===== src/rtl/bias_stream_sink.sv =====
// bias_stream_sink: receives streamed bias/weight beats over valid/ready,
// packs them into a register store and flags each completed tensor.
// Read-back is a two-stage registered port (address -> s1 -> rd_q).
module bias_stream_sink #(
    parameter int unsigned BIAS_TENSOR_SIZE_DIM_0 = 32,
    parameter int unsigned BIAS_TENSOR_SIZE_DIM_1 = 1,
    parameter int unsigned BIAS_PRECISION_0       = 16,
    parameter int unsigned BIAS_PRECISION_1       = 3,
    parameter int unsigned BIAS_PARALLELISM_DIM_0 = 1,
    parameter int unsigned BIAS_PARALLELISM_DIM_1 = 1,
    parameter int unsigned IN_DEPTH               = BIAS_TENSOR_SIZE_DIM_0 / BIAS_PARALLELISM_DIM_0,
    parameter int unsigned AWIDTH                 = $clog2(IN_DEPTH) + 1
) (
    input  logic                        clk,
    input  logic                        rst,
    input  logic [BIAS_PRECISION_0-1:0] data_in [BIAS_PARALLELISM_DIM_0-1:0],
    input  logic                        data_in_valid,
    output logic                        data_in_ready,
    input  logic                        reload,
    output logic                        loaded,
    output logic                        frame_done,
    input  logic [AWIDTH-1:0]           rd_addr,
    input  logic                        rd_ce,
    output logic [BIAS_PRECISION_0-1:0] rd_q [BIAS_PARALLELISM_DIM_0-1:0]
);

    localparam int unsigned PAR = BIAS_PARALLELISM_DIM_0;
    localparam int unsigned W   = BIAS_PRECISION_0;
    // Beat-index width; kept at least 1 so IN_DEPTH=1 still elaborates.
    localparam int unsigned IW  = (IN_DEPTH > 1) ? $clog2(IN_DEPTH) : 1;

    localparam logic [IW-1:0]     LAST_BEAT = IW'(IN_DEPTH - 1);
    localparam logic [AWIDTH-1:0] DEPTH_A   = AWIDTH'(IN_DEPTH);

    localparam bit CFG_OK = (BIAS_TENSOR_SIZE_DIM_1 == 1) &&
                            (BIAS_PARALLELISM_DIM_1 == 1) &&
                            (BIAS_PRECISION_1 <= BIAS_PRECISION_0) &&
                            ((BIAS_TENSOR_SIZE_DIM_0 % BIAS_PARALLELISM_DIM_0) == 0);

    generate
        if (!CFG_OK) begin : g_bad_cfg
            $error("bias_stream_sink: unsupported parameter combination");
        end
    endgenerate

    typedef enum logic {
        LOAD,
        HOLD
    } state_t;

    state_t        state, state_next;
    logic [IW-1:0] beat_cnt, cnt_next;
    logic          accept;
    logic          done_next;

    logic [W-1:0]  store [IN_DEPTH][PAR];
    logic [W-1:0]  s1    [PAR-1:0];

    assign data_in_ready = (state == LOAD);
    assign loaded        = (state == HOLD);

    // Next-state logic: reload wins, otherwise a LOAD-state transfer advances the count.
    always_comb begin
        state_next = state;
        cnt_next   = beat_cnt;
        accept     = 1'b0;
        done_next  = 1'b0;
        if (reload) begin
            state_next = LOAD;
            cnt_next   = '0;
        end else if ((state == LOAD) && data_in_valid) begin
            accept = 1'b1;
            if (beat_cnt == LAST_BEAT) begin
                cnt_next   = '0;
                state_next = HOLD;
                done_next  = 1'b1;
            end else begin
                cnt_next = beat_cnt + IW'(1);
            end
        end
    end

    // State, beat counter and completion pulse registers.
    always_ff @(posedge clk or negedge rst) begin
        if (!rst) begin
            state      <= LOAD;
            beat_cnt   <= '0;
            frame_done <= 1'b0;
        end else begin
            state      <= state_next;
            beat_cnt   <= cnt_next;
            frame_done <= done_next;
        end
    end

    generate
        for (genvar e = 0; e < int'(IN_DEPTH); e++) begin : g_entry
            for (genvar k = 0; k < int'(PAR); k++) begin : g_lane
                // Store entry e, lane k: written when the accepted beat targets this entry.
                always_ff @(posedge clk or negedge rst) begin
                    if (!rst) begin
                        store[e][k] <= '0;
                    end else if (accept && (beat_cnt == IW'(e))) begin
                        store[e][k] <= data_in[k];
                    end
                end
            end
        end

        for (genvar k = 0; k < int'(PAR); k++) begin : g_rd
            // Read pipeline for lane k: s1 samples the store (old value on a same-edge write), rd_q follows s1.
            always_ff @(posedge clk or negedge rst) begin
                if (!rst) begin
                    s1[k]   <= '0;
                    rd_q[k] <= '0;
                end else if (rd_ce) begin
                    s1[k]   <= (rd_addr >= DEPTH_A) ? '0 : store[rd_addr[IW-1:0]][k];
                    rd_q[k] <= s1[k];
                end
            end
        end
    endgenerate

endmodule


===== config.mk =====
export PLATFORM = sky130hd
export DESIGN_NAME = bias_stream_sink
export DESIGN_NICKNAME = d
export VERILOG_FILES = /design/src/rtl/bias_stream_sink.sv
export SDC_FILE = /design/constraint.sdc
export NUM_CORES = 1
export LEC_CHECK = 0
export CAP_MARGIN = 20
export CORE_ASPECT_RATIO = 0.75
export CORE_UTILIZATION = 60
export CTS_BUF_LIST = sky130_fd_sc_hd__clkbuf_8 sky130_fd_sc_hd__clkbuf_16
export DETAILED_ROUTE_END_ITERATION = 7
export PLACE_DENSITY = 0.84
export SLEW_MARGIN = 10
export SYNTH_ARGS = -nofsm -noshare
export SYNTH_HDL_FRONTEND = slang
export SYNTH_SLANG_ARGS = --single-unit

===== constraint.sdc =====
create_clock -name clk -period 2.8 [get_ports clk]
set_input_delay 0.7 -clock clk [delete_from_list [all_inputs] [get_ports clk]]
set_output_delay 0.7 -clock clk [all_outputs]
set_load 0.005 [all_outputs]

==> out/results.tsv, run 1 <==
metric	value	unit
status	complete, no violations	
Pint	13.2	mW
first-iteration detailed-routing DRC count	1151	
# port buffers	45	
switching share of total power	0.236	
CTS tree	built	
CP Capture Type	output port	
fill count	2663	
top post-synthesis cells by area	dfrtp_1, mux2_2, mux4_2, mux2i_1, clkbuf_1	
Setup TNS	0	ns
worst-skew pair later-pin latency	0.58	ns
worst rel slew slack	0.596	
routed len/inst	25.4	um
post-route setup slack	0.458	ns
CTS Hold Bufs	0	
critical path type	register to output port	
GRT Total Usage	0.291	
Startpoint Class	register	
Worst EP required	2.10	ns
post-cts resize count	0	
Non-Filler Instances	2373	
Synth Register Bits	551	
vias	15000	
crit path DAT	1.64	ns
area of the mapped netlist	25300	um2
most common cell in the synthesized netlist	mux2_2	
gr ovfl total	0	
Pwr Total	17.3	mW
CTS Sinks	551	
Power Density	598	nW/um2
Cell variety after synth	48	
clock root buffer	clkbuf_16	
vias in the first global route	15900	
initial cell density of the core	0.614	
Synth Net Count	1730	
top_reg_cell synth	dfrtp_1	
initial antenna violation count	0	
final period utilization	0.837	
reg2reg path depth	6	
combinational power share	0.096	
Top-Level Pins	46	
die area	43000	um2
f_max	427	MHz
min-delay worst type	input pin to asynchronous set/reset pin	
Mapped Cells	1696	
WHS	0.0648	ns
final-report max-slew violation count	0	
DIE HEIGHT	180	um
RSZ-0062 raised after global routing	no	
Post-route DRC	0	
Seq/Total Area, Yosys	0.546	
total CTS buffers	51	
Mean Syn Cell Area	14.9	um2
Switch Pwr	4.08	mW
Yosys warnings	0	
n_diodes	0	
Flop pwr share	0.499	
num rows	64	
Yosys top cell area share	0.546	
post-layout util	0.703	
NumNets Final	1807	
Layout area overhead	14.5	%
largest net degree at the start of global routing	91	
cell taking the most area after synthesis	dfrtp_1	
Peak VDD IR	0.000519	V
postcts setup bufs	0	
Final Hold Fails	0	
first-pass GRT wire length	95100	um
Place WS	-0.0221	ns
Max Root-Sink Buffers	3	
final setup fails	0	
CTS clk-pin slew, worst paths	0.06	ns
Post-Place Cells	2281	
worst slew pin tran	0.606	ns
proportion of layout cells with a drive suffix above 1	0.476	
synth cell count leaders	mux2_2, dfrtp_1, mux2i_1, clkbuf_1, mux4_2	
placed cell areas	27200	um2
die span in x	239	um
clock share of power	0.405	
Final Instance Area	28900	um2
CP Max Fanout	4	
FF-to-FF setup slack	0.48	ns
Setup Skew	0.0194	ns
Post-DP HPWL	37700	um
wirelength, routed	60200	um
EDFF count, synth	0	
post-route minimum period	2.34	ns
total of max-cap violations	0	
Final ANT Viol Nets	0	
H-tree depth	2	
drt pass-1 iters	5	
Core ar.	41200	um2
RD Place Congestion	0.933	
post-synthesis async set-or-reset flop share	1.00	
Leak	14.1	nW
vias per cell	6.32	
## cells by family (layout without fill, tap and decap cells)
family,count (synthesis),in the layout,synth area share
multiplexers,752,752,0.357
AO/OA/AOI/OAI,131,131,0.0399
adder cells (fa/ha/maj),7,7,0.00347
flip-flops,551,551,0.546
buffers and inverters,173,289,0.0332
AND/OR/NAND/NOR,82,82,0.0207
## sequential cells by signal (all words and copies together) (netlist names)
signal,count
loaded,1
beat_cnt,5
rd_q,16
store,512
s1,16
frame_done,1
## final timing paths
path	from	end
worst max register to register	beat_cnt[0]$_DFFE_PN0P_	store[323]$_DFFE_PN0P_
worst min-delay path	rst	store[308]$_DFFE_PN0P_
worst max-delay path	loaded$_DFFE_PN0P_	data_in_ready
worst min register to register	store[350]$_DFFE_PN0P_	store[350]$_DFFE_PN0P_
min in group clk	store[350]$_DFFE_PN0P_	store[350]$_DFFE_PN0P_
max in group asynchronous	rst	store[204]$_DFFE_PN0P_
## power groups by stage
stage	clock, mW	sequential (mW)	combinational, mW
2_1_floorplan	0	8.70	0.977
3_3_place_gp	0	8.74	1.59
3_5_place_dp	0	8.77	1.65
4_1_cts	7.09	8.63	1.66
5_1_grt	7.39	8.68	1.80
6_report	7.01	8.63	1.66
## critical path, stage by stage, from the launching register on
cell             delay [ns]
dfrtp_1                0.42
inv_1                  0.13
clkdlybuf4s50_1        0.52
## per-layer routing
| metal | up-vias | track usage | wire length [um] |
|---|---|---|---|
| li1 | 6403 | - | - |
| met1 | 8091 | 0.430 | 27400 |
| met2 | 411 | 0.451 | 28200 |
| met3 | 95 | 0.0476 | 3140 |
| met4 | 0 | 0.0756 | 1470 |
| met5 | - | 0 | 0 |
## area by class of cell
type                            instances  area (um2)  share of cell area
Inverter                               21        78.8             0.00272
Sequential cell                       551       13800               0.477
Multi-Input combinational cell        972       10700               0.368
Tap cell                              561         702              0.0243
Clock buffer                           63        1460              0.0506
Timing Repair Buffer                  176        2010              0.0695
Clock inverter                         29         226             0.00783
## layout by cell type, fill, tap and decap left out, types with 3 or more instances in the layout
cell | netlist | layout
mux4_2 | 64 | 64
inv_1 | 21 | 36
nor2b_1 | 6 | 4
nand2_1 | 19 | 19
a221oi_2 | 7 | 7
clkdlybuf4s50_1 | 0 | 41
o221ai_1 | 13 | 13
buf_12 | 1 | 46
a221oi_1 | 22 | 22
mux2_2 | 555 | 555
a21oi_1 | 34 | 34
nand2_2 | 6 | 6
o311ai_0 | 3 | 3
dfrtp_1 | 551 | 551
clkinv_2 | 0 | 10
nand2b_1 | 3 | 3
o22ai_1 | 16 | 16
clkbuf_8 | 0 | 10
clkbuf_16 | 0 | 53
a22oi_1 | 3 | 3
and3_1 | 3 | 3
mux2i_1 | 131 | 131
nor2_1 | 13 | 12
ha_1 | 7 | 7
nor2_2 | 3 | 4
buf_4 | 14 | 85
nand3_1 | 5 | 5
nand4b_1 | 3 | 3
nor3_2 | 3 | 3
a22o_1 | 29 | 29
bufinv_16 | 0 | 4
No activity file was read; power rests on OpenSTA's default activity.
==> run 2, diff against run 1 <==
--- a/config.mk
+++ b/config.mk
@@ -7,7 +7,7 @@
 export LEC_CHECK = 0
 export CAP_MARGIN = 20
 export CORE_ASPECT_RATIO = 0.75
-export CORE_UTILIZATION = 60
+export CORE_UTILIZATION = 57
 export CTS_BUF_LIST = sky130_fd_sc_hd__clkbuf_8 sky130_fd_sc_hd__clkbuf_16
 export DETAILED_ROUTE_END_ITERATION = 7
 export PLACE_DENSITY = 0.84
==> constraint.sdc (replaced) <==
create_clock -name clk -period 2.1 [get_ports clk]
set_input_delay 0.525 -clock clk [delete_from_list [all_inputs] [get_ports clk]]
set_output_delay 0.525 -clock clk [all_outputs]
set_load 0.005 [all_outputs]
==> run 2 against run 1 <==
Compared with the run above:
- the flow now finishes with violations (setup timing)
- sequential share of layout area down 1.7 points
- setup slack worse by 0.49 ns
- design area increased by 3.7%
- worst hold slack better by 0.29 ns
- critical path depth grew 4
- cell count increased by 4.3%
- sequential power is 33% higher
- combinational power grew 46%
- clock-buffer cell count up 1
- largest power group unchanged
==> out/results.tsv, run 2 (synthesis gave the netlist of run 1 again) <==
metric	value	unit	change
uppermost layer routed	met4		
first-iteration detailed-routing DRC count	1151		unchanged
post-route setup slack	-0.0273	ns	-0.485 ns
RSZ-0062 raised after global routing	yes		
max FFs per register	512		unchanged
commonest cells after routing, fill and taps aside	dfrtp_1, mux2_2, buf_4		
clock root buffer	clkbuf_16		
CTS tree	built		
Peak VDD IR	0.000586	V	+13%
Setup Skew	0.0144	ns	-0.00495 ns
Startpoint Class	register		
initial cell density of the core	0.581		-0.0333
largest net degree at the start of global routing	67		-26%
DIE HEIGHT	184	um	+2.6%
wire length on met2	30300	um	+7.2%
Post-DP HPWL	40600	um	+7.6%
die span in x	245	um	+2.6%
final period utilization	1.01		
gr ovfl total	0		unchanged
final setup fails	8		+8
Layout area overhead	18.7	%	
total of max-cap violations	0		unchanged
total CTS buffers	52		+2.0%
drt pass-1 iters	5		unchanged
Max stage delay cell, worst path	or4_4		
# port buffers	45		unchanged
Setup TNS	-0.144	ns	-0.144 ns
num rows	66		+3.1%
CTS clk-pin slew, worst paths	0.06	ns	about the same
FF-to-FF setup slack	-0.03	ns	-0.51 ns
routed len/inst	25.9	um	+2.1%
R2R Path End	store[461]$_DFFE_PN0P_		
Max Root-Sink Buffers	3		unchanged
vias in the first global route	16700		+4.6%
hold path depth	3		
critical path type	register to register		
final-report max-slew violation count	0		unchanged
reg2reg path depth	6		unchanged
Power Density	788	nW/um2	+32%
wirelength, routed	64100	um	+6.5%
H-tree depth	2		unchanged
GRT Total Usage	0.291		+0.000614
hold worst-path end	loaded$_DFFE_PN0P_		
worst-skew pair later-pin latency	0.58	ns	about the same
largest reg by FF count	store		
CTS Sinks	551		unchanged
Post-route DRC	0		unchanged
Leak	14.7	nW	+4.0%
Core ar.	43500	um2	+5.7%
failing checks	setup timing		
RD Place Congestion	0.925		-0.87%
min-delay src	data_in_valid		
met3 WL	4130	um	+32%
worst slew pin tran	0.504	ns	-0.103 ns
NumNets Final	1893		+4.8%
largest registers	store: 512 flops, rd_q: 16 flops, s1: 16 flops		
most common cell after layout, fill and taps aside	dfrtp_1		
die area	45200	um2	+5.2%
Final ANT Viol Nets	0		unchanged
crit path DAT	2.59	ns	+0.95 ns
proportion of layout cells with a drive suffix above 1	0.506		+0.0301
worst rel slew slack	0.664		+0.0684
Worst EP required	2.56	ns	+0.46 ns
f_max	470	MHz	
post-layout util	0.690		-0.0133
vias per cell	6.35		+0.44%
CP Capture Type	register		
initial antenna violation count	2		+2
Top-Level Pins	46		unchanged
CP Max Fanout	8		+4
Critical R2R Launch	loaded$_DFFE_PN0P_		
worst path cell trace	inv_4, nand2_2, or4_4, nor3_4, clkbuf_16, mux2_4		
max incr delay on CP	0.58	ns	+0.06 ns
fill count	2725		+2.3%
M1 WL	27900	um	+1.9%
vias	15700		+4.8%
first-pass GRT wire length	99700	um	+4.8%
post-route minimum period	2.13	ns	
status	finished, violations left		
min-delay worst type	input pin to register		
Final Hold Fails	0		unchanged
[run 2: worst max-delay path by stage]
stage	start	endpoint	slack [ns]	cells after the start
after floorplan	beat_cnt[0]$_DFFE_PN0P_	store[453]$_DFFE_PN0P_	-0.08	7
after CTS	beat_cnt[1]$_DFFE_PN0P_	store[451]$_DFFE_PN0P_	0.01	6
after global routing	loaded$_DFFE_PN0P_	store[461]$_DFFE_PN0P_	-0.08	6
after detailed placement	reload	store[451]$_DFFE_PN0P_	-0.46	5
after global placement	reload	store[450]$_DFFE_PN0P_	-0.43	5
final	loaded$_DFFE_PN0P_	store[461]$_DFFE_PN0P_	-0.03	6
[run 2: critical path, delay by kind of cell (launching register included)]
| family | cells | cell delay (ns) |
|---|---|---|
| simple gates | 3 | 0.96 |
| flops | 1 | 0.42 |
| buf+inv | 2 | 0.31 |
| mux | 1 | 0.31 |
[run 2: metal layers]
metal  vias to the layer above  track usage
li1                       6601            -
met1                      8468        0.412
met2                       529        0.462
met3                       122       0.0527
met4                         0       0.0880
met5                         -            0
[run 2: timing repair]
item / 4_1_cts / 5_1_grt
pin swaps: 0 / 3
gates cloned: 0 / 2
hold buffers: 1 / 0
buffers inserted: 1 / 4
setup endpoints to repair: 2 / 99
resized for setup: 3 / 23
hold endpoints to repair: 25 / 0
[run 2: per-stage QoR]
step           area [um2]  std cells  power, mW  worst slack [ns]  hold slack (ns)
3_3_place_gp        28100       2376       13.9            -0.431            0.467
3_5_place_dp        28100       2376       14.1            -0.458            0.464
2_1_floorplan       25400       1696       12.9           -0.0806            0.229
4_1_cts             29900       2469       23.7            0.0104            0.462
6_report            30000       2476       23.6           -0.0273            0.350
5_1_grt             30000       2475       24.4           -0.0802            0.363
[run 2: power breakdown]
part	switching, mW	internal [mW]	leakage [nW]
clock network	4.01	5.68	0.902
logic	1.23	1.19	6.26
registers	0.326	11.2	7.54
total	5.57	18.1	14.7
[run 2: area by class of cell]
cell class / count / area, um2 / share of cell area
clock inverters: 27 / 280 / 0.00934
multi-input cells: 972 / 10800 / 0.359
flip-flops and latches: 551 / 13800 / 0.459
diodes: 2 / 5.00 / 0.000167
clock buffers: 64 / 1480 / 0.0492
repair buffers: 261 / 2880 / 0.0961
well taps: 578 / 723 / 0.0241
inverters: 21 / 81.3 / 0.00271
==> run 3, diff against run 2 <==
--- a/config.mk
+++ b/config.mk
@@ -7,10 +7,10 @@
 export LEC_CHECK = 0
 export CAP_MARGIN = 20
 export CORE_ASPECT_RATIO = 0.75
-export CORE_UTILIZATION = 57
+export CORE_UTILIZATION = 30
 export CTS_BUF_LIST = sky130_fd_sc_hd__clkbuf_8 sky130_fd_sc_hd__clkbuf_16
 export DETAILED_ROUTE_END_ITERATION = 7
-export PLACE_DENSITY = 0.84
+export PLACE_DENSITY = 0.53
 export SLEW_MARGIN = 10
 export SYNTH_ARGS = -nofsm -noshare
 export SYNTH_HDL_FRONTEND = slang
==> run 3 against run 2 <==
Compared with the run above:
- critical endpoint is now store[462]$_DFFE_PN0P_
- the run now ends clean
- design area up 2.9%
- clock skew up 0.014 ns
- total power up 4.6%
- fmax up 3.5%
- register-to-register slack better by 0.07 ns
- critical path depth unchanged
- clock-buffer cell count up 7
- combinational power about the same
- worst hold slack better by 0.10 ns
- clock power up 11%
- first-iteration DRC count down 30%
- flip-flop and latch count unchanged
==> out/results.tsv, run 3 (synthesis gave the netlist of run 1 again) <==
metric	value	unit	change
WHS	0.451	ns	+0.101 ns
total CTS buffers	56		+7.7%
Non-Filler Instances	3014		+22%
post-route minimum period	2.05	ns	-0.0729 ns
Max stage delay cell, worst path	or4_4		
Peak VDD IR	0.000535	V	-8.7%
post-route setup slack	0.0456	ns	+0.0729 ns
total of max-cap violations	0		unchanged
Worst EP required	2.59	ns	+0.03 ns
routed len/inst	22.7	um	-12%
initial cell density of the core	0.305		-0.275
vias in the first global route	16200		-2.6%
clock root buffer	clkbuf_16		
fill count	7763		+180%
CP Max Fanout	16		+8
first-pass GRT wire length	105000	um	+5.7%
worst path cell trace	ha_2, inv_2, or4_4, nor3_4, buf_12, mux2_2		
status	complete, no violations		
Place WS	-0.569	ns	-0.111 ns
CTS clk-pin slew, worst paths	0.06	ns	about the same
Top-Level Pins	46		unchanged
Post-route DRC	0		unchanged
largest registers	store: 512 flops, rd_q: 16 flops, s1: 16 flops		
met1 global-route usage	0.244		-0.169
post-layout util	0.373		-0.316
min-delay worst type	input pin to asynchronous set/reset pin		
Post-DP HPWL	44400	um	+9.3%
RSZ-0062 raised after global routing	yes		
RD Place Congestion	0.786		-15%
worst-skew pair later-pin latency	0.61	ns	+0.03 ns
worst slew pin tran	0.675	ns	+0.171 ns
reg2reg path depth	6		unchanged
f_max	487	MHz	+3.5%
GR Util met2	0.251		-0.211
max FFs per register	512		unchanged
CP Capture Type	register		
die area	85400	um2	+89%
CTS Sinks	551		unchanged
Max Root-Sink Buffers	3		unchanged
Final ANT Viol Nets	0		unchanged
CTS tree	built		
Startpoint Class	register		
GRT Total Usage	0.164		-0.127
gr ovfl total	0		unchanged
proportion of layout cells with a drive suffix above 1	0.511		+0.00500
NumNets Final	1885		-0.42%
vias	15000		-4.4%
# port buffers	45		unchanged
final-report max-slew violation count	0		unchanged
die span in x	337	um	+38%
global routing usage on met3	0.0257		-0.0271
register area	13800	um2	about the same
Top Usage Layer GRT	met2		
critical path type	register to register		
max incr delay on CP	0.59	ns	about the same
num rows	91		+38%
final period utilization	0.978		-0.0347
H-tree depth	2		unchanged
first-iteration detailed-routing DRC count	808		-30%
largest reg by FF count	store		
Power Density	801	nW/um2	+1.7%
DIE HEIGHT	253	um	+37%
vias per cell	4.99		-21%
final setup fails	0		-8
Core ar.	82800	um2	+90%
commonest cells after routing, fill and taps aside	dfrtp_1, mux2_2, buf_4		
Post-Place Cells	2905		+22%
crit path DAT	2.54	ns	-0.05 ns
Layout area overhead	22.2	%	
drt pass-1 iters	7		+2
wirelength, routed	68500	um	+6.8%
Setup TNS	0	ns	+0.144 ns
initial antenna violation count	3		+1
most common cell after layout, fill and taps aside	dfrtp_1		
Leak	14.8	nW	+0.78%
Setup Skew	0.0284	ns	+0.0140 ns
worst rel slew slack	0.545		-0.120
Multi-input gate area	10700	um2	-0.19%
Final Hold Fails	0		unchanged
largest net degree at the start of global routing	64		-4.5%
## run 3: changes by cell type in the layout (fill, tap and decap cells not counted), sizes merged, moves of 2 or more
cell and change:
clkinvlp -3, clkbuf +6, dlygate4sd2 +2, bufinv +3, inv -3, clkdlybuf4s50 -3, clkinv +9, buf -10
## run 3: report_power, final
part,internal [mW],switching (mW)
combinational,1.18,1.25
sequential,11.2,0.309
clock,6.51,4.28
total,18.9,5.84
## run 3: final timing paths
| kind | start | end | slack [ns] |
|---|---|---|---|
| max reg2reg | beat_cnt[1]$_DFFE_PN0P_ | store[462]$_DFFE_PN0P_ | 0.05 |
| min reg2reg | store[396]$_DFFE_PN0P_ | store[396]$_DFFE_PN0P_ | 0.49 |
| max in group asynchronous | rst | store[363]$_DFFE_PN0P_ | 0.90 |
| min in group clk | rd_addr[3] | s1[1]$_DFFE_PN0P_ | 0.48 |
| min | rst | store[462]$_DFFE_PN0P_ | 0.45 |
| max | beat_cnt[1]$_DFFE_PN0P_ | store[462]$_DFFE_PN0P_ | 0.05 |
## run 3: area by class of cell
| type | instances | share of cell area |
|---|---|---|
| multi-input cells | 972 | 0.348 |
| clock buffers | 71 | 0.0524 |
| well taps | 1116 | 0.0452 |
| diodes | 1 | 0.0000810 |
| repair buffers | 249 | 0.0925 |
| flip-flops and latches | 551 | 0.447 |
| inverters | 21 | 0.00263 |
| clock inverters | 33 | 0.0125 |
## run 3: worst max-delay path: cells and delay by family, from the launching register on
kind	cells	cell delay (ns)
buffers and inverters	2	0.25
adder cells (fa/ha/maj)	1	0.20
AND/OR/NAND/NOR	2	0.78
flip-flops	1	0.36
multiplexers	1	0.35
## run 3: through the flow
step / area [um2] / power, mW
final: 30900 / 24.7
after global routing: 30900 / 25.7
after CTS: 30800 / 25.0
after detailed placement: 28800 / 14.2
after global placement: 28800 / 14.1
after floorplan: 25400 / 12.9
## run 3: timing repair
item / 4_1_cts / 5_1_grt
endpoints found under the hold margin: 21 / 0
buffers inserted: 1 / 1
resized for setup: 5 / 9
endpoints found under the setup margin: 3 / 115
hold buffers: 1 / 0
cloned: 0 / 1
pin swaps: 0 / 1
## run 3: per-layer routing
layer,part of all wire,vias to the layer above
li1,-,6581
met1,0.49,8138
met2,0.45,239
met3,0.040,77
met4,0.017,0
met5,0,-
